===== config.mk =====
export PLATFORM = sky130hd
export DESIGN_NAME = sobel_core
export DESIGN_NICKNAME = d
export VERILOG_FILES = /design/src/rtl/sobel_core.sv
export SDC_FILE = /design/constraint.sdc
export NUM_CORES = 1
export LEC_CHECK = 0
export ABC_AREA = 1
export CORE_MARGIN = 5
export CORE_UTILIZATION = 50
export DETAILED_ROUTE_END_ITERATION = 8
export GPL_TIMING_DRIVEN = 0
export PLACE_DENSITY_LB_ADDON = 0.1
export RECOVER_POWER = 50
export SLEW_MARGIN = 10
export SYNTH_ARGS = -nofsm -noshare
export SYNTH_HDL_FRONTEND = slang
export SYNTH_SLANG_ARGS = --single-unit

===== constraint.sdc =====
create_clock -name clk -period 2 [get_ports clk]
set_clock_uncertainty 0.2 [all_clocks]
set_input_delay 0.2 -clock clk [delete_from_list [all_inputs] [get_ports clk]]
set_output_delay 0.2 -clock clk [all_outputs]
set_load 0.01 [all_outputs]

===== src/rtl/sobel_core.sv =====
// Three-stage Sobel edge detector on a pre-assembled 3x3 neighbourhood, with a
// per-frame edge counter and a holding register for the previous frame's total.
module sobel_core #(
  parameter int THRESHOLD = 128,
  parameter int CNT_W     = 16
) (
  input  logic             clk,
  input  logic             rst,
  input  logic             in_valid,
  input  logic             border,
  input  logic             frame_start,
  input  logic [7:0]       pix_0,
  input  logic [7:0]       pix_1,
  input  logic [7:0]       pix_2,
  input  logic [7:0]       pix_3,
  input  logic [7:0]       pix_5,
  input  logic [7:0]       pix_6,
  input  logic [7:0]       pix_7,
  input  logic [7:0]       pix_8,
  output logic             out_valid,
  output logic [7:0]       edge_mag,
  output logic             edge_bit,
  output logic [CNT_W-1:0] edge_count,
  output logic [CNT_W-1:0] edge_count_last
);

  localparam logic [10:0] THR = 11'(THRESHOLD);

  // Stage 1: weighted column/row sums
  logic       v1_q, b1_q;
  logic [9:0] gxp_q, gxn_q, gyp_q, gyn_q;
  logic [9:0] gxp_d, gxn_d, gyp_d, gyn_d;

  // Stage 2: absolute gradients
  logic       v2_q, b2_q;
  logic [9:0] ax_q, ay_q;
  logic [9:0] ax_d, ay_d;
  logic signed [10:0] dx, dy, dx_neg, dy_neg;

  // Stage 3: magnitude, saturation, threshold
  logic        out_valid_q, edge_bit_q, edge_bit_d;
  logic [7:0]  edge_mag_q, edge_mag_d, mag_sat;
  logic [10:0] mag;

  logic [CNT_W-1:0] count_q, count_d, count_last_q, count_last_d;
  logic             count_inc;

  // NOTE: all combinational logic uses blocking assignments and assigns every
  // output unconditionally, so no latches can be inferred.
  always_comb begin
    gxp_d = {2'b0, pix_2} + {1'b0, pix_5, 1'b0} + {2'b0, pix_8};
    gxn_d = {2'b0, pix_0} + {1'b0, pix_3, 1'b0} + {2'b0, pix_6};
    gyp_d = {2'b0, pix_6} + {1'b0, pix_7, 1'b0} + {2'b0, pix_8};
    gyn_d = {2'b0, pix_0} + {1'b0, pix_1, 1'b0} + {2'b0, pix_2};

    // 11-bit signed difference of two 10-bit unsigned values cannot overflow
    dx     = $signed({1'b0, gxp_q}) - $signed({1'b0, gxn_q});
    dy     = $signed({1'b0, gyp_q}) - $signed({1'b0, gyn_q});
    dx_neg = -dx;
    dy_neg = -dy;
    ax_d   = dx[10] ? dx_neg[9:0] : dx[9:0];
    ay_d   = dy[10] ? dy_neg[9:0] : dy[9:0];

    mag        = {1'b0, ax_q} + {1'b0, ay_q};
    mag_sat    = (mag > 11'd255) ? 8'd255 : mag[7:0];
    edge_mag_d = (v2_q && !b2_q) ? mag_sat : 8'd0;
    edge_bit_d = v2_q && !b2_q && ({3'b0, mag_sat} >= THR);

    // A pixel emerging on the frame_start cycle belongs to the new frame
    count_inc    = out_valid_q && edge_bit_q;
    count_last_d = count_last_q;
    count_d      = count_q;
    if (frame_start) begin
      count_last_d = count_q;
      count_d      = count_inc ? CNT_W'(1) : '0;
    end else if (count_inc && (count_q != {CNT_W{1'b1}})) begin
      count_d = count_q + CNT_W'(1);
    end
  end

  // NOTE: state registers use non-blocking assignments so every stage samples
  // the previous stage's value from before this edge.
  always_ff @(posedge clk) begin
    if (rst) begin
      v1_q         <= 1'b0;
      b1_q         <= 1'b0;
      gxp_q        <= '0;
      gxn_q        <= '0;
      gyp_q        <= '0;
      gyn_q        <= '0;
      v2_q         <= 1'b0;
      b2_q         <= 1'b0;
      ax_q         <= '0;
      ay_q         <= '0;
      out_valid_q  <= 1'b0;
      edge_mag_q   <= '0;
      edge_bit_q   <= 1'b0;
      count_q      <= '0;
      count_last_q <= '0;
    end else begin
      v1_q         <= in_valid;
      b1_q         <= border;
      gxp_q        <= gxp_d;
      gxn_q        <= gxn_d;
      gyp_q        <= gyp_d;
      gyn_q        <= gyn_d;
      v2_q         <= v1_q;
      b2_q         <= b1_q;
      ax_q         <= ax_d;
      ay_q         <= ay_d;
      out_valid_q  <= v2_q;
      edge_mag_q   <= edge_mag_d;
      edge_bit_q   <= edge_bit_d;
      count_q      <= count_d;
      count_last_q <= count_last_d;
    end
  end

  assign out_valid       = out_valid_q;
  assign edge_mag        = edge_mag_q;
  assign edge_bit        = edge_bit_q;
  assign edge_count      = count_q;
  assign edge_count_last = count_last_q;

endmodule

### Yosys cells after proc, flatten, opt, wreduce, memory -nomap -nowiden

Cells that the tools add are included.

* register bits: 106
* bits in latches: 0
* RAM bits: 0
* bits in read-only memories: 0
* input bits: 69
* output and inout port bits: 42
* memories: 0

* add/subtract/negate cells: 14
* multiply operators: 0
* div/mod/pow operators: 0
* order comparisons: 2
* equality and inequality tests: 1
* shift-type cells: 0
* mux-type cells: 6
* bitwise logic cells: 1
* reductions and logical operators: 7

Operators with widths (count)
* $add 10x8->10: 4
* $add 8x9->10: 4
* $mux 16: 2
* $sub 10x10->11: 2
* $mux 10: 2
* $neg 10->10: 2
* $add 16x1->16 const B: 1
* $ne 16x16->1 const B: 1
* $add 10x10->11: 1
* $gt 11x8->1 const B: 1
* $ge 8x8->1 const B: 1
* $mux 8: 1
* $logic_and 1x1->1: 4
* $reduce_bool 2->1: 1
* $reduce_or 2->1: 1
* $logic_not 1->1: 1
* $mux 1: 1
* $not 1->1: 1

### Depth between registers and ports, before layout

* depth in word-level cells: 5
* mapped depth: 15
* mapped depth without buffers: 14

### Worst setup path before layout

OpenSTA, ideal clock, no wires.

* path kind: input-to-reg
* from: in pix_2[1]
* to: reg gxp_q[9]
* setup time: 0.070 ns
* arrival: 1.907 ns
* required time: 1.730 ns
* path slack: -0.177 ns
* stages on the path: 13
* cells stage by stage: fa_1 ha_1 inv_1 fa_1 inv_1 nand3_1 nand2_1 nand2_1 nand2_1 a21oi_1 nor2_1 o21ai_0 a21oi_1

* longest elaborated chain between the ends: 2

Ends and longest elaborated chain
* from (decl): line 14 `input logic [7:0] pix_2,`
* $add 8x9->10: line 51 `gxp_d = {2'b0, pix_2} + {1'b0, pix_5, 1'b0} + {2'b0, pix_8};`
* $add 10x8->10: line 51
* to (signal assigned): line 103 `gxp_q <= gxp_d;`
* to (decl): line 31 `logic [9:0] gxp_q, gxn_q, gyp_q, gyn_q;`

Every way passes these cells.
A chain may end at the register's enable or synchronous reset.

### Worst setup path in the final report

* from: reg gxp_q[0]
* to: reg ax_q[9]

* longest elaborated chain between the ends: 3

Ends and longest elaborated chain
* $sub 10x10->11 *: line 57 `dx = $signed({1'b0, gxp_q}) - $signed({1'b0, gxn_q});`
* $neg 10->10: line 59 `dx_neg = -dx;`
* $mux 10 *: line 61 `ax_d = dx[10] ? dx_neg[9:0] : dx[9:0];`
* to (signal assigned): line 93 `ax_q <= '0;`
* to (signal assigned): line 109 `ax_q <= ax_d;`
* to (decl): line 36 `logic [9:0] ax_q, ay_q;`

Mark *: on every way between the ends. The rest lies on a longest branch, timed or not.

==> results.tsv <==
stage	metric	value	unit
clock_network	worst_setup_hold_path_clk_slew	80	ps
global_routing	grt_use_total	0.234	
clock_network	clk_latency	360	ps
setup_path	crit_chain	inv_1, ha_2, inv_2, fa_2, or2_1, nand2_2, inv_2, nor2_4, nand3_2, nor2_2, nand4_1, nand3_1, nand2_1, nor2_2	
pwr	p_seq_frac	0.248	
sta	hold_violations	0	
yosys	synthFlopType	dfxtp_1	
run_status	outcome	finished, violations left	
setup_path	r2r_end	ax_q[9]	
run_status	violations	setup timing	
floorplan	die-area	16800	um2
pwr	power_density	1050	nW/um2
pwr	clkPwrFrac	0.188	
setup_path	startpoint_type	flop	
route	viasPerCell	5.11	
min_path	hold_depth	3	
yosys	synth_edf_count	0	
setup_path	r2r_start	gxp_q[0]	
setup_path	path_class	flop to flop	
cells_and_area	finalInstanceArea	10100	um2
cells_and_area	drive_above_1_share	0.277	
pwr	ir_drop	561	uV
setup_path	crit_slowest_cell	fa_2	
route	drtIter0Drc	389	
yosys	async_flop_share	0	
route	drcViolationCount	0	
global_routing	grt_max_degree	21	
setup_path	cp_max_fo	3	
route	avgRoutedWirePerCell	14.6	um
route	finalWirelength	19300	um
floorplan	core-area	13900	um2
setup_path	r2r_setup_slack	-260	ps
global_routing	grt_pass1_wl	31100	um
pwr	leakagePower	4.68	nW
sta	rsz0062_at_grt	yes	
setup_path	critPathCaptureType	flop	
sta	fmax	442	MHz
place	io_buffer_count	110	
sta	fin_crit	2260	ps
yosys	netlist_area	7140	um2
setup_path	cp.required	2090	ps
cells_and_area	syn_to_final_growth	41.8	%
sta	fin_setup_tns	-4520	ps
global_routing	grt_pass1_vias	6712	
route	firstDrtPassIters	5	
place	postPlaceCellArea	8660	um2
yosys	seq_area_frac_synth	0.297	
clock_network	ctsRootBufferMaster	clkbuf_16	
min_path	min_from	in_valid	
yosys	avgSynthCellArea	7.53	um2
yosys	syn_nets	1121	
clock_network	hold_buffers	0	
pwr	p_int	0.00627	W
floorplan	initial_utilization	0.512	
cells_and_area	fin_cells	1327	
sta	min_period_over_period	1.13	
min_path	hold_path_class	primary input to flop	
setup_path	rr_worst_depth	14	
sta	timing.slew.headroom	0.456	
clock_network	clock_sinks	106	
sta	drv_slew	0	
setup_path	crit_path_max_incr_delay	350	ps
clock_network	htreeDepth	3	
yosys	synth_cell_type_count	38	
global_routing	antenna_found_initial	0	
floorplan	io-pin-count	111	
cells_and_area	regArea	2130	um2
route	ant_nets	0	
floorplan	fp.dieH	129	um
yosys	ys_seq_elements	106	
cells_and_area	final.fill_count	1092	
place	dp_hpwl	14300	um
pwr	combPwrFrac	0.564	
cells_and_area	antenna_cells	0	
sta	setup_viol	35	
min_path	hold_end	v1_q	
floorplan	die_x	129	um
place	gp_congestion	0.910	
yosys	synthCells	948	
cells_and_area	multi_input_area	5140	um2
clock_network	clockBufferDepth	2	
cells_and_area	layout.nets	1315	
yosys	synth_warnings	0	
run	maxCapViolCount	0	
setup_path	crit_arrival	2350	ps
route	num_vias	6781	
place	placed_cells	1238	
sta	fin_ws	-263	ps
global_routing	overflow	0	
pwr	switching_share	0.411	
clock_network	numCtsBuffers	9	
pwr	p_sw	0.00437	W
sta	tightest_slew	810	ps
clock_network	cts_tree	done	
floorplan	rows	43	
-- layout make-up --
cell class / count / share of cell area
inverters: 161 / 0.0605
well taps: 180 / 0.0223
flip-flops and latches: 106 / 0.211
plain buffers: 15 / 0.00742
clock inverters: 7 / 0.0117
clock buffers: 9 / 0.0223
multi-input cells: 666 / 0.508
repair buffers: 183 / 0.157
-- metrics by stage --
stage                     utilization  hold WS [ps]  worst slack [ps]  power, W
after global placement          0.622           194              -880   0.00707
final                           0.726           154              -263    0.0106
after global routing            0.726           158              -387    0.0114
after floorplan                     -           107              -115   0.00608
after CTS                       0.703           150              -247    0.0102
after detailed placement        0.622           194              -892   0.00714
-- worst max-delay path, delay by kind of cell, from the launching register on --
kind                       cells  cell delay [ps]
buffers and inverters          3              140
and+or+nand+nor                9             1050
adders and majority gates      2              510
DFF                            1              300
-- cell families (layout without fill, tap and decap cells) --
group / after synthesis / in the layout / share of synthesized area
AO/OA/AOI/OAI: 179 / 179 / 0.135
XOR/XNOR: 15 / 15 / 0.0195
adder cells (fa/ha/maj): 104 / 104 / 0.219
buffers and inverters: 176 / 375 / 0.0955
flip-flops: 106 / 106 / 0.297
AND/OR/NAND/NOR: 368 / 368 / 0.233
-- routing by layer --
metal  GRT usage  routed length, um  up-vias
li1            -                  -     3477
met1       0.296               8690     3132
met2       0.401               9450      134
met3      0.0453                716       38
met4      0.0758                457        0
met5           0                  0        -
-- cells in the mapped netlist (3+ instances only) --
cell type  number  area share
nor2_1         71       0.037
o211ai_1        5      0.0053
nand3b_1        6      0.0063
a31oi_1         3      0.0026
a21oi_1       101       0.071
xnor2_1         5      0.0061
dfxtp_1       106        0.30
nand2_2         7      0.0061
a211oi_1        3      0.0032
nand3_1        60       0.042
fa_1           35       0.098
a21o_1          3      0.0032
or2_2           4      0.0035
nor3_1          8      0.0056
inv_1         157       0.083
buf_2           3      0.0021
xor2_1          9       0.011
nand4_1        17       0.015
o21ai_0        59       0.041
and2_1          6      0.0053
inv_2           3      0.0016
nor2_2          3      0.0026
nand2_1       175       0.092
clkbuf_1       10      0.0053
ha_1           69        0.12
-- repair_timing --
action / 4_1_cts / 5_1_grt
pin swaps: 110 / 108
resized for setup: 204 / 109
setup buffers: 53 / 19
gates cloned: 2 / 0
endpoints found under the setup margin: 63 / 61
-- how the worst max path moves through the flow --
stage,from,endpoint,slack (ps)
floorplan,gxp_q[0],ax_q[9],-110
global placement,pix_0[1],gyn_q[9],-880
detailed placement,pix_0[1],gyn_q[9],-890
CTS,gxp_q[0],ax_q[9],-250
global route,gxn_q[5],ax_q[4],-390
finish,gxp_q[0],ax_q[9],-260
-- flip-flops by register name (all words and copies together) (netlist names) --
| register | flops |
|---|---|
| v1_q | 1 |
| ax_q | 10 |
| edge_count_last | 16 |
| b2_q | 1 |
| v2_q | 1 |
| edge_mag | 8 |
| b1_q | 1 |
| gyp_q | 10 |
| out_valid | 1 |
| gyn_q | 10 |
| edge_bit | 1 |
| edge_count | 16 |
| gxp_q | 10 |
| ay_q | 10 |
| gxn_q | 10 |
-- cell usage in the layout, fill, tap and decap left out, drive strengths merged, types with 27 or more instances in the layout --
cell / count
dlygate4sd3: 27
buf: 90
nor2: 77
fa: 35
ha: 69
inv: 165
clkbuf: 33
nand2: 182
o21ai: 59
nand3: 62
a21oi: 105
dfxtp: 106
-- power by group through the flow --
stage	combinational (W)	clock (W)	sequential [W]
floorplan	0.00345	0	0.00262
global placement	0.00444	0	0.00264
detailed placement	0.00449	0	0.00265
CTS	0.00548	0.00203	0.00264
global route	0.00665	0.00212	0.00267
finish	0.00599	0.00200	0.00264
Note: power is estimated with default switching activity, not from simulation.
